File: src/rtl/hazard_ctl.sv
// hazard_ctl - pipeline hazard controller for the 5-stage core (IF/ID/EX/ME/WB).
//
// Compares the ID-stage source operands against the EX and ME producers and
// produces:
//   - registered EX-stage forwarding selects (valid during EX)
//   - load-use stalls, stretched by a down-counter for multi-cycle loads
//   - a mul/div busy interlock for instructions touching HI/LO or the unit
//   - branch/jump flushes, with a branch redirect overriding any stall
//
// Ports:
//   clk, reset                 clock, synchronous active-low reset (0 = reset)
//   Src_ID / SrcVal_ID         packed ID source indices and per-operand read flags
//   UsesMulDiv_ID              ID instruction needs the mul/div unit or HI/LO
//   WriteReg_EX/RegWrite_EX    EX producer; MemToReg_EX marks it as a load
//   WriteReg_ME/RegWrite_ME    ME producer
//   MulDivStart_EX             mul/div issued this cycle
//   BranchTaken_EXM1, Jump_IDM1  redirect requests
//   Fwd_EX                     per-operand select: 0 regfile, 1 ME result, 2 WB result
//   Stall_IF, Stall_ID, Bubble_EX, Flush_ID, Flush_EX, AnyStall
//   StallCnt, FlushCnt         performance counters
//
// Optional feature macro: HAZARD_PERF_EN
//   Defined   -> StallCnt/FlushCnt count stall and flush cycles, saturating.
//   Undefined -> both counters are tied to zero.
//
// Counter state:
//   ld_cnt_q | remaining load-use bubbles after the detect cycle
//   md_cnt_q | remaining busy cycles of the mul/div unit

module hazard_ctl #(
    parameter int REG_AW     = 5,
    parameter int NUM_SRC    = 2,
    parameter int LOAD_LAT   = 1,
    parameter int MULDIV_LAT = 4
) (
    input  logic                      clk,
    input  logic                      reset,
    input  logic [NUM_SRC*REG_AW-1:0] Src_ID,
    input  logic [NUM_SRC-1:0]        SrcVal_ID,
    input  logic                      UsesMulDiv_ID,
    input  logic [REG_AW-1:0]         WriteReg_EX,
    input  logic                      RegWrite_EX,
    input  logic                      MemToReg_EX,
    input  logic [REG_AW-1:0]         WriteReg_ME,
    input  logic                      RegWrite_ME,
    input  logic                      MulDivStart_EX,
    input  logic                      BranchTaken_EXM1,
    input  logic                      Jump_IDM1,
    output logic [2*NUM_SRC-1:0]      Fwd_EX,
    output logic                      Stall_IF,
    output logic                      Stall_ID,
    output logic                      Bubble_EX,
    output logic                      Flush_ID,
    output logic                      Flush_EX,
    output logic                      AnyStall,
    output logic [31:0]               StallCnt,
    output logic [31:0]               FlushCnt
);

    localparam int LD_W = 3;
    localparam int MD_W = 4;

    logic [LD_W-1:0]        ld_cnt_q, ld_cnt_d;
    logic [MD_W-1:0]        md_cnt_q, md_cnt_d;
    logic [2*NUM_SRC-1:0]   fwd_q, fwd_d;

    logic [NUM_SRC-1:0]     match_ex;
    logic [NUM_SRC-1:0]     match_me;
    logic [2*NUM_SRC-1:0]   fwd_sel;

    logic                   ld_hit;
    logic                   stall_raw;
    logic                   stall;
    logic                   flush_id;
    logic                   flush_ex;

    // Per-operand producer match; register 0 is never a hazard.
    for (genvar k = 0; k < NUM_SRC; k++) begin : g_src
        logic [REG_AW-1:0] src;
        assign src         = Src_ID[k*REG_AW +: REG_AW];
        assign match_ex[k] = SrcVal_ID[k] & (src != '0) & RegWrite_EX & (src == WriteReg_EX);
        assign match_me[k] = SrcVal_ID[k] & (src != '0) & RegWrite_ME & (src == WriteReg_ME);
        // The EX producer is the younger one, so it takes priority.
        assign fwd_sel[2*k +: 2] = match_ex[k] ? 2'd1 :
                                   match_me[k] ? 2'd2 : 2'd0;
    end

    assign ld_hit    = MemToReg_EX & (|match_ex);
    assign stall_raw = ld_hit | (ld_cnt_q != '0) | ((md_cnt_q != '0) & UsesMulDiv_ID);

    // A taken branch kills the stalled instruction anyway, so it overrides the
    // stall. A jump loses to a stall: its flush would drop the held instruction,
    // and fetch re-issues the redirect once ID presents the jump again.
    assign stall    = reset & stall_raw & ~BranchTaken_EXM1;
    assign flush_id = reset & (BranchTaken_EXM1 | (Jump_IDM1 & ~stall_raw));
    assign flush_ex = reset & BranchTaken_EXM1;

    assign Stall_IF  = stall;
    assign Stall_ID  = stall;
    assign Bubble_EX = stall;
    assign AnyStall  = stall;
    assign Flush_ID  = flush_id;
    assign Flush_EX  = flush_ex;
    assign Fwd_EX    = fwd_q;

    always_comb begin
        ld_cnt_d = ld_cnt_q;
        if (BranchTaken_EXM1) begin
            ld_cnt_d = '0;
        end else if (ld_hit) begin
            ld_cnt_d = LD_W'(LOAD_LAT - 1);
        end else if (ld_cnt_q != '0) begin
            ld_cnt_d = ld_cnt_q - 1'b1;
        end
    end

    // The mul/div unit is already running, so a branch does not cancel it.
    always_comb begin
        md_cnt_d = md_cnt_q;
        if (MulDivStart_EX) begin
            md_cnt_d = MD_W'(MULDIV_LAT - 1);
        end else if (md_cnt_q != '0) begin
            md_cnt_d = md_cnt_q - 1'b1;
        end
    end

    // A bubble or a flushed EX slot must not carry a stale forwarding select.
    always_comb begin
        fwd_d = fwd_sel;
        if (BranchTaken_EXM1 | stall_raw) begin
            fwd_d = '0;
        end
    end

    always_ff @(posedge clk) begin
        if (!reset) begin
            ld_cnt_q <= '0;
            md_cnt_q <= '0;
            fwd_q    <= '0;
        end else begin
            ld_cnt_q <= ld_cnt_d;
            md_cnt_q <= md_cnt_d;
            fwd_q    <= fwd_d;
        end
    end

`ifdef HAZARD_PERF_EN
    logic [31:0] stall_cnt_q;
    logic [31:0] flush_cnt_q;

    always_ff @(posedge clk) begin
        if (!reset) begin
            stall_cnt_q <= '0;
            flush_cnt_q <= '0;
        end else begin
            if (stall && (stall_cnt_q != 32'hFFFF_FFFF)) begin
                stall_cnt_q <= stall_cnt_q + 32'd1;
            end
            if ((flush_id | flush_ex) && (flush_cnt_q != 32'hFFFF_FFFF)) begin
                flush_cnt_q <= flush_cnt_q + 32'd1;
            end
        end
    end

    assign StallCnt = stall_cnt_q;
    assign FlushCnt = flush_cnt_q;
`else
    assign StallCnt = 32'd0;
    assign FlushCnt = 32'd0;
`endif

endmodule

File: config.mk
export PLATFORM = sky130hd
export DESIGN_NAME = hazard_ctl
export DESIGN_NICKNAME = d
export VERILOG_FILES = /design/src/rtl/hazard_ctl.sv
export SDC_FILE = /design/constraint.sdc
export NUM_CORES = 1
export LEC_CHECK = 0
export ABC_AREA = 1
export CAP_MARGIN = 40
export CORE_MARGIN = 1
export CORE_UTILIZATION = 37
export CTS_BUF_LIST = sky130_fd_sc_hd__clkbuf_16
export DETAILED_ROUTE_END_ITERATION = 10
export PLACE_DENSITY_LB_ADDON = 0.3
export SLEW_MARGIN = 20
export SYNTH_ARGS = -nofsm -noshare
export SYNTH_HDL_FRONTEND = slang
export SYNTH_SLANG_ARGS = --single-unit
File: constraint.sdc
create_clock -name clk -period 3.9 [get_ports clk]
set_input_delay 0.39 -clock clk [delete_from_list [all_inputs] [get_ports clk]]
set_output_delay 0.39 -clock clk [all_outputs]
set_load 0.02 [all_outputs]
=== Word level (Yosys, flattened, before mapping) ===
Cells that the tools add are included.

* $add $sub $neg: 2
* Multiply operators: 0
* Div/mod/pow operators: 0
* $lt $le $gt $ge: 0
* Equality and inequality tests: 4
* Shift-type cells: 0
* Muxes and demuxes: 6
* Bitwise gates (word level): 24
* Reductions and logical operators: 11

{| class="wikitable"
|+ Operators with widths
! cell !! count
|-
| $eq A5 B5 Y1 || 4
|-
| $and A1 B1 Y1 || 17
|-
| $reduce_bool A5 Y1 || 2
|-
| $reduce_or A3 Y1 || 3
|-
| $mux W2 || 4
|-
| $reduce_or A2 Y1 || 3
|-
| $or A1 B1 Y1 || 4
|-
| $reduce_bool A4 Y1 || 1
|-
| $sub A4 B1 Y4 const B || 1
|-
| $not A1 Y1 || 3
|-
| $reduce_bool A3 Y1 || 1
|-
| $sub A3 B1 Y3 const B || 1
|-
| $mux W1 || 2
|-
| $reduce_bool A2 Y1 || 1
|}

* Flip-flop bits (word level): 11
* Latch bits: 0
* RAM bits: 0
* Bits in read-only memories: 0
* Input port bits: 31
* Logic and storage cells: 53
* Memories: 0

=== Longest topological paths before layout ===
Gate-level depths: netlist (run 1).

* Depth after elaboration: 12
* Depth in mapped cells: 10

=== Worst setup path before layout (run 1) ===
No wires, ideal clock.

* Path type: input to output
* Start: in Src_ID[3]
* End: out Bubble_EX
* Data arrival time: 1458 ps
* Required time: 3510 ps
* Path slack: 2052 ps
* Cell stages on the path: 9
* Path buffers: 1
* Path through: inv_1 a21oi_1 nand2_1 nor2_2 nand3_2 nand2_2 nand2_4 a21boi_2 buf_4

* Word-level cells in the longest chain between the ends: 10

{| class="wikitable"
|+ RTL lines
! item !! RTL line !! text
|-
| start: declaration || 38 || <nowiki>input logic [NUM_SRC*REG_AW-1:0] Src_ID,</nowiki>
|-
| $reduce_bool A5 Y1 || 81 || <nowiki>assign match_ex[k] = SrcVal_ID[k] & (src != '0) & RegWrite_EX & (src == WriteReg_EX);</nowiki>
|-
| $and A1 B1 Y1 (2 in series) || 81 ||
|-
| $and A1 B1 Y1 (*) || 81 ||
|-
| $reduce_or A2 Y1 (*) || 88 || <nowiki>assign ld_hit = MemToReg_EX & (|match_ex);</nowiki>
|-
| $and A1 B1 Y1 (*) || 88 ||
|-
| $or A1 B1 Y1 (*) (2 in series) || 89 || <nowiki>assign stall_raw = ld_hit | (ld_cnt_q != '0) | ((md_cnt_q != '0) & UsesMulDiv_ID);</nowiki>
|-
| $and A1 B1 Y1 (*) (2 in series) || 94 || <nowiki>assign stall = reset & stall_raw & ~BranchTaken_EXM1;</nowiki>
|-
| end: declaration || 52 || <nowiki>output logic Bubble_EX,</nowiki>
|}

Every way passes the cells marked *; elsewhere a longest branch is shown, timed or not.

=== Final worst setup path (run 1) ===
* Start: in WriteReg_EX[1]
* End: out Bubble_EX

* Word-level cells in the longest chain between the ends: 8

{| class="wikitable"
|+ RTL lines
! item !! RTL line !! text
|-
| start: declaration || 41 || <nowiki>input logic [REG_AW-1:0] WriteReg_EX,</nowiki>
|-
| $eq A5 B5 Y1 || 81 ||
|-
| $and A1 B1 Y1 || 81 ||
|-
| $reduce_or A2 Y1 (*) || 88 ||
|-
| $and A1 B1 Y1 (*) || 88 ||
|-
| $or A1 B1 Y1 (*) (2 in series) || 89 ||
|-
| $and A1 B1 Y1 (*) (2 in series) || 94 ||
|}

Marked as above.

==> results of run 1 <==
## stage by stage
step                      instances  cell area [sq um]  utilization  hold slack, ns
final                           291               1680        0.460           0.483
after detailed placement        287               1610        0.438           0.480
after global placement          287               1610        0.438           0.477
after global routing            291               1680        0.460           0.502
after CTS                       291               1680        0.460           0.484
after floorplan                 266               1650            -           0.456
## registers in the layout, summed over array words and instances (netlist names)
name	count
ld_cnt_q	3
md_cnt_q	4
Fwd_EX	4
## power groups by stage
stage	Sequential [uW]	Combinational (uW)	Clock, uW
2_1_floorplan	121	164	0
3_3_place_gp	122	168	0
3_5_place_dp	122	168	0
4_1_cts	120	169	183
5_1_grt	120	186	190
6_report	120	170	180
## cells in the mapped netlist (2+ instances only)
library cell	number
a21oi_1	10
buf_4	67
dfxtp_1	11
ha_1	4
inv_1	20
inv_2	4
nand2_1	27
nand2_2	3
nand3_1	5
nand3_2	3
nor2_1	16
nor2_2	6
nor3_1	2
o21ai_0	3
xnor2_1	7
xor2_1	4
## worst paths after layout
path                       startpoint                        to  slack [ns]  depth (start not counted)
max                    WriteReg_EX[1]                 Bubble_EX        1.14                         10
min          md_cnt_q[1]$_SDFFE_PN0P_  md_cnt_q[1]$_SDFFE_PN0P_        0.48                          2
max reg2reg  ld_cnt_q[0]$_SDFFE_PP0P_      Fwd_EX[2]$_SDFF_PP0_        2.57                          7
min reg2reg  md_cnt_q[1]$_SDFFE_PN0P_  md_cnt_q[1]$_SDFFE_PN0P_        0.48                          2
## logic make-up after synthesis
family,count (synthesis),synth area share
flip-flops,11,0.156
XOR/XNOR,11,0.0683
other,1,0.00266
buffers and inverters,91,0.420
adder cells (fa/ha/maj),4,0.0355
AO/OA/AOI/OAI,19,0.0869
AND/OR/NAND/NOR,66,0.231
## cell usage in the layout, fill, tap and decap left out
cell,instances
nand2_1,27
o21ai_0,3
nand3_1,5
nand3_2,3
a21boi_4,1
nor3_1,2
nand3_4,1
inv_1,21
nand2_4,1
xor2_1,4
o22ai_1,1
dfxtp_1,11
xnor2_1,7
nor2_2,6
a21oi_1,10
o2111ai_1,1
nand3b_1,1
ha_1,4
nand2_2,3
inv_2,4
clkdlybuf4s50_1,40
o21a_1,1
nand4_1,1
a21boi_2,1
o21ai_1,1
nor2_1,16
clkbuf_16,3
conb_1,64
## worst max-delay path, cell delays in order
cell and delay (ns):
clkdlybuf4s50_1 0.51, inv_1 0.07, nand2_1 0.06, o21ai_0 0.09
nor2_1 0.15, nand3_2 0.12, nand2_2 0.10, nand2_4 0.07
a21boi_2 0.19, clkdlybuf4s50_1 0.64
## metal layers
layer | up-vias | wire (microns)
met4 | 0 | 14
li1 | 575 | -
met5 | - | 0
met3 | 2 | 214
met2 | 58 | 1150
met1 | 482 | 1090
## layout make-up
type                    instances  area share
clock buffers                   3      0.0446
clock inverters                 1     0.00223
well taps                      48      0.0357
multi-input cells             164       0.496
flip-flops and latches         11       0.131
inverters                      24      0.0535
repair buffers                 40       0.238
==> flow_summary_export.csv, run 1 <==
group,metric,value,unit
status,outcome,"complete, no violations",
clock_tree,cts_root_buf,"clkbuf_16",
floorplan,die_h,63.8,microns
global_route,grt_overflow,0,
critical_path,worstSetupStartpointType,"input pin",
timing,tns,0,ns
routing,num_vias,1117,
clock_tree,cts_made_buffers,3,
synthesis,ys_types,27,
floorplan,start_util,0.386,
routing,dr.first_iter.drc_count,23,
final_layout,syn_to_final_growth,19.3,%
synthesis,synth_top_area_share,0.356,
synthesis,synthTopCellsByArea,"buf_4, dfxtp_1, nand2_1",
floorplan,io_pins,105,
clock_tree,insertion_delay,0.23,ns
synthesis,synth-main-ff-cell,"dfxtp_1",
routing,drc_errors,0,
global_route,grt_max_degree,7,
floorplan,dieArea,0.00407,sq mm
final_layout,num-fill-cells,390,
power,clkPwrFrac,0.382,
clock_tree,cts_hold_buf,0,
timing,setup_viol,0,
routing,wl,2460,microns
global_route,grt_use_met1,0.152,
floorplan,design.core.area,0.00366,sq mm
power,power_frac_seq,0.255,
timing,clock.fmax,362,MHz
clock_tree,cts.repair.resized,0,
synthesis,synth_top_area_cell,"buf_4",
run,max_cap_violations,0,
timing,layout_setup_ws,1.14,ns
global_route,busiest_layer,"met2",
clock_tree,cts_sinks,11,
final_layout,diodes,0,
global_route,grt_pass1_vias,934,
global_route,grt_antenna_before_repair,0,
clock_tree,cts_setup_buffers,0,
clock_tree,cts_tree,"done",
timing,clock_skew,0.00209,ns
final_layout,num-nets-final,279,
critical_path,crit_required,3.51,ns
placed_design,gp_congestion,0.878,
critical_path,crit_type,"in2out",
synthesis,syn_area_per_cell,6.95,sq um
final_layout,multi_input_area,835,sq um
timing,min_period,2.76,ns
timing,finalHoldViolCount,0,
floorplan,die_width,63.8,microns
final_layout,drive_above_1_share,0.0947,
routing,ant_nets,0,
global_route,grt_util_met2,0.217,
global_route,grt_use_total,0.124,
synthesis,async_flop_share,0,
synthesis,ys_warn_count,0,
synthesis,synth_area,0.00141,sq mm
critical_path,cp_max_fo,4,
timing,fin_crit_sh,0.708,
placed_design,dp_slack,1.14,ns
power,swShare,0.339,
power,totalPowerFinal,470,uW
timing,rsz0062_at_grt,"false",
power,cellPowerDensity,279,mW/mm^2
clock_tree,clk_pin_slew,0.04,ns
placed_design,place_hpwl,2160,microns
clock_tree,htree_levels,1,
synthesis,synth_seq_cells,11,
power,max-vdd-ir-drop,0.000177,V
global_route,grt_pass1_wl,3970,microns
timing,maxSlewViolCount,0,
routing,avgViaCountPerCell,3.84,
synthesis,synth-seq-area-share,0.156,
final_layout,seqCellArea,220,sq um
global_route,use_met3,0.0357,
power,internal_power,311,uW
power,p_sw,159,uW
power,p_comb_frac,0.362,
min_path,hold_path_class,"reg2reg",
clock_tree,clockBufferDepth,2,
critical_path,arrival,2.37,ns
power,leakage,0.000840,uW
routing,first_pass_iters,4,
synthesis,netlist_instances,203,
floorplan,rows,22,
critical_path,end_kind,"output pin",
synthesis,synth_edf_count,0,
placed_design,io_buffers,40,
routing,wl_per_cell,8.47,microns
No activity file was read; power rests on OpenSTA's default activity.
==> run 2: changes to the inputs <==
--- a/config.mk
+++ b/config.mk
@@ -8,7 +8,7 @@
 export ABC_AREA = 1
 export CAP_MARGIN = 40
 export CORE_MARGIN = 1
-export CORE_UTILIZATION = 37
+export CORE_UTILIZATION = 35
 export CTS_BUF_LIST = sky130_fd_sc_hd__clkbuf_16
 export DETAILED_ROUTE_END_ITERATION = 10
 export PLACE_DENSITY_LB_ADDON = 0.3
==> constraint.sdc (replaced) <==
create_clock -name clk -period 2.7 [get_ports clk]
set_input_delay 0.27 -clock clk [delete_from_list [all_inputs] [get_ports clk]]
set_output_delay 0.27 -clock clk [all_outputs]
set_load 0.02 [all_outputs]
==> run 2 against run 1 <==
  * Clock skew about the same
  * Count of clock-buffer cells in the layout is the same
  * Via count down 2.4%
  * Setup slack got worse by 0.94 ns
  * Non-clock buffer count unchanged
  * Combinational power rose by 44%
  * Sequential share of layout area did not move
  * Power up 45%
  * Hold slack gained 0.012 ns
  * Flip-flop and latch count is the same
  * Design area is the same
  * Die area up 5.5%
  * Critical path type unchanged
==> flow_summary_export.csv, run 2 (synthesis gave the netlist of run 1 again) <==
group,metric,value,unit
global_route,grt_pass1_wl,3680,microns
routing,drc_errors,0,
power,internal_power,449,uW
critical_path,cpPeakStageDelay,0.64,ns
power,swShare,0.339,
power,clkPwrFrac,0.384,
clock_tree,cts_setup_buffers,0,
timing,min_period,2.50,ns
power,leakage,0.000840,uW
clock_tree,htree_levels,1,
timing,holdWs,0.495,ns
critical_path,path_common_cell,"clkdlybuf4s50_1",
floorplan,die_h,65.5,microns
final_layout,num-nets-final,279,
critical_path,worstSetupStartpointType,"input pin",
timing,finalHoldViolCount,0,
final_layout,seqCellArea,220,sq um
critical_path,startpoint,"Src_ID[3]",
floorplan,rows,22,
placed_design,io_buffers,40,
clock_tree,cts_made_buffers,3,
power,cellPowerDensity,403,mW/mm^2
timing,clock.fmax,400,MHz
global_route,grt_pass1_vias,869,
clock_tree,clockBufferDepth,2,
critical_path,crit_slowest_cell,"clkdlybuf4s50_1",
critical_path,crit_cells,10,
critical_path,r2r_start,"ld_cnt_q[0]$_SDFFE_PP0P_",
timing,setup_viol,0,
critical_path,path_cells,"clkdlybuf4s50_1 > inv_1 > a21oi_1 > nand2_1 > nor2_2 > nand3_2 > nand2_2 > nand2_4 > a21boi_2 > clkdlybuf4s50_1",
routing,first_pass_iters,4,
floorplan,design.core.area,0.00377,sq mm
clock_tree,cts_tree,"done",
timing,clock_skew,0.00215,ns
routing,dr.first_iter.drc_count,30,
critical_path,rr_worst_depth,7,
placed_design,gp_congestion,0.862,
routing,ant_nets,0,
clock_tree,cts_sinks,11,
floorplan,io_pins,105,
power,p_sw,230,uW
final_layout,drive_above_1_share,0.0947,
final_layout,final_common_cell,"conb_1",
global_route,grt_overflow,0,
clock_tree,cts_root_buf,"clkbuf_16",
final_layout,multi_input_area,835,sq um
timing,layout_setup_ws,0.199,ns
critical_path,cp_max_fo,4,
critical_path,crit_type,"in2out",
routing,wl,2450,microns
critical_path,timing.rr.end,"Fwd_EX[2]$_SDFF_PP0_",
critical_path,crit_required,2.43,ns
power,totalPowerFinal,679,uW
clock_tree,cts_hold_buf,0,
timing,maxSlewViolCount,0,
clock_tree,clk_pin_slew,0.04,ns
min_path,hold_path_class,"reg2reg",
run,max_cap_violations,0,
clock_tree,insertion_delay,0.23,ns
power,max-vdd-ir-drop,0.000203,V
floorplan,start_util,0.374,
final_layout,fin_util,0.447,
global_route,grt_antenna_before_repair,0,
critical_path,arrival,2.23,ns
power,p_comb_frac,0.361,
routing,wl_per_cell,8.42,microns
power,power_frac_seq,0.255,
critical_path,crit_family,"buffers and inverters",
final_layout,num-fill-cells,401,
final_layout,final_cell_mix,"conb_1, clkdlybuf4s50_1, nand2_1",
floorplan,die_width,65.5,microns
timing,rsz0062_at_grt,"false",
global_route,grt_use_total,0.112,
floorplan,dieArea,0.00429,sq mm
critical_path,end_kind,"output pin",
status,outcome,"complete, no violations",
clock_tree,cts.repair.resized,0,
placed_design,place_hpwl,2130,microns
final_layout,diodes,0,
final_layout,syn_to_final_growth,19.3,%
routing,avgViaCountPerCell,3.75,
critical_path,endpoint,"Bubble_EX",
routing,num_vias,1090,
critical_path,r2r_slack,1.40,ns
critical_path,path_buf_inv,3,
placed_design,dp_slack,0.178,ns
timing,fin_crit_sh,0.926,
timing,tns,0,ns
global_route,grt_max_degree,7,
==> run 2: worst reg2reg max path, stage by stage (launching register included) <==
cell and delay (ns):
dfxtp_1 0.31, inv_1 0.07, ha_1 0.14, inv_1 0.04, nor2_2 0.19, a21boi_4 0.28, nand3_4 0.12, nor2_1 0.09
==> run 2: per-layer routing <==
layer | global-route usage | vias up | routed length [microns]
li1 | - | 577 | -
met1 | 0.127 | 453 | 1010
met2 | 0.198 | 58 | 1210
met3 | 0.0365 | 2 | 207
met4 | 0.0326 | 0 | 17
met5 | 0 | - | 0
==> run 2: power by group through the flow <==
stage	sequential, uW	combinational, uW	clock, uW
final	173	245	260
after global routing	174	266	280
after CTS	173	244	270
after detailed placement	176	243	0
after global placement	176	242	0
after floorplan	175	237	0
==> run 2: final cells by class <==
cell class	count	area share
Tap cell	48	0.0357
Sequential cell	11	0.131
Inverter	24	0.0535
Clock inverter	1	0.00223
Multi-Input combinational cell	164	0.496
Clock buffer	3	0.0446
Timing Repair Buffer	40	0.238
==> run 2: worst min path at each step <==
stage | startpoint | endpoint | slack [ns] | cells past startpoint
floorplan | MulDivStart_EX | md_cnt_q[0]$_SDFFE_PN0P_ | 0.42 | 2
global placement | md_cnt_q[3]$_SDFFE_PP0P_ | md_cnt_q[3]$_SDFFE_PP0P_ | 0.48 | 1
detailed placement | md_cnt_q[3]$_SDFFE_PP0P_ | md_cnt_q[3]$_SDFFE_PP0P_ | 0.49 | 1
CTS | md_cnt_q[1]$_SDFFE_PN0P_ | md_cnt_q[1]$_SDFFE_PN0P_ | 0.50 | 2
global route | md_cnt_q[0]$_SDFFE_PN0P_ | md_cnt_q[0]$_SDFFE_PN0P_ | 0.51 | 2
finish | md_cnt_q[3]$_SDFFE_PP0P_ | md_cnt_q[3]$_SDFFE_PP0P_ | 0.49 | 1
==> run 2: stage by stage <==
stage | instances | cell area (sq um)
6_report | 291 | 1680
5_1_grt | 291 | 1680
4_1_cts | 291 | 1680
3_5_place_dp | 287 | 1610
3_3_place_gp | 287 | 1610
2_1_floorplan | 266 | 1650
==> run 3: changes to the inputs <==
--- a/config.mk
+++ b/config.mk
@@ -12,6 +12,7 @@
 export CTS_BUF_LIST = sky130_fd_sc_hd__clkbuf_16
 export DETAILED_ROUTE_END_ITERATION = 10
 export PLACE_DENSITY_LB_ADDON = 0.3
+export SKIP_CTS_REPAIR_TIMING = 1
 export SLEW_MARGIN = 20
 export SYNTH_ARGS = -nofsm -noshare
 export SYNTH_HDL_FRONTEND = slang
==> results of run 3 <==
Final layout, timing and power as in run 2 (identical DEF).
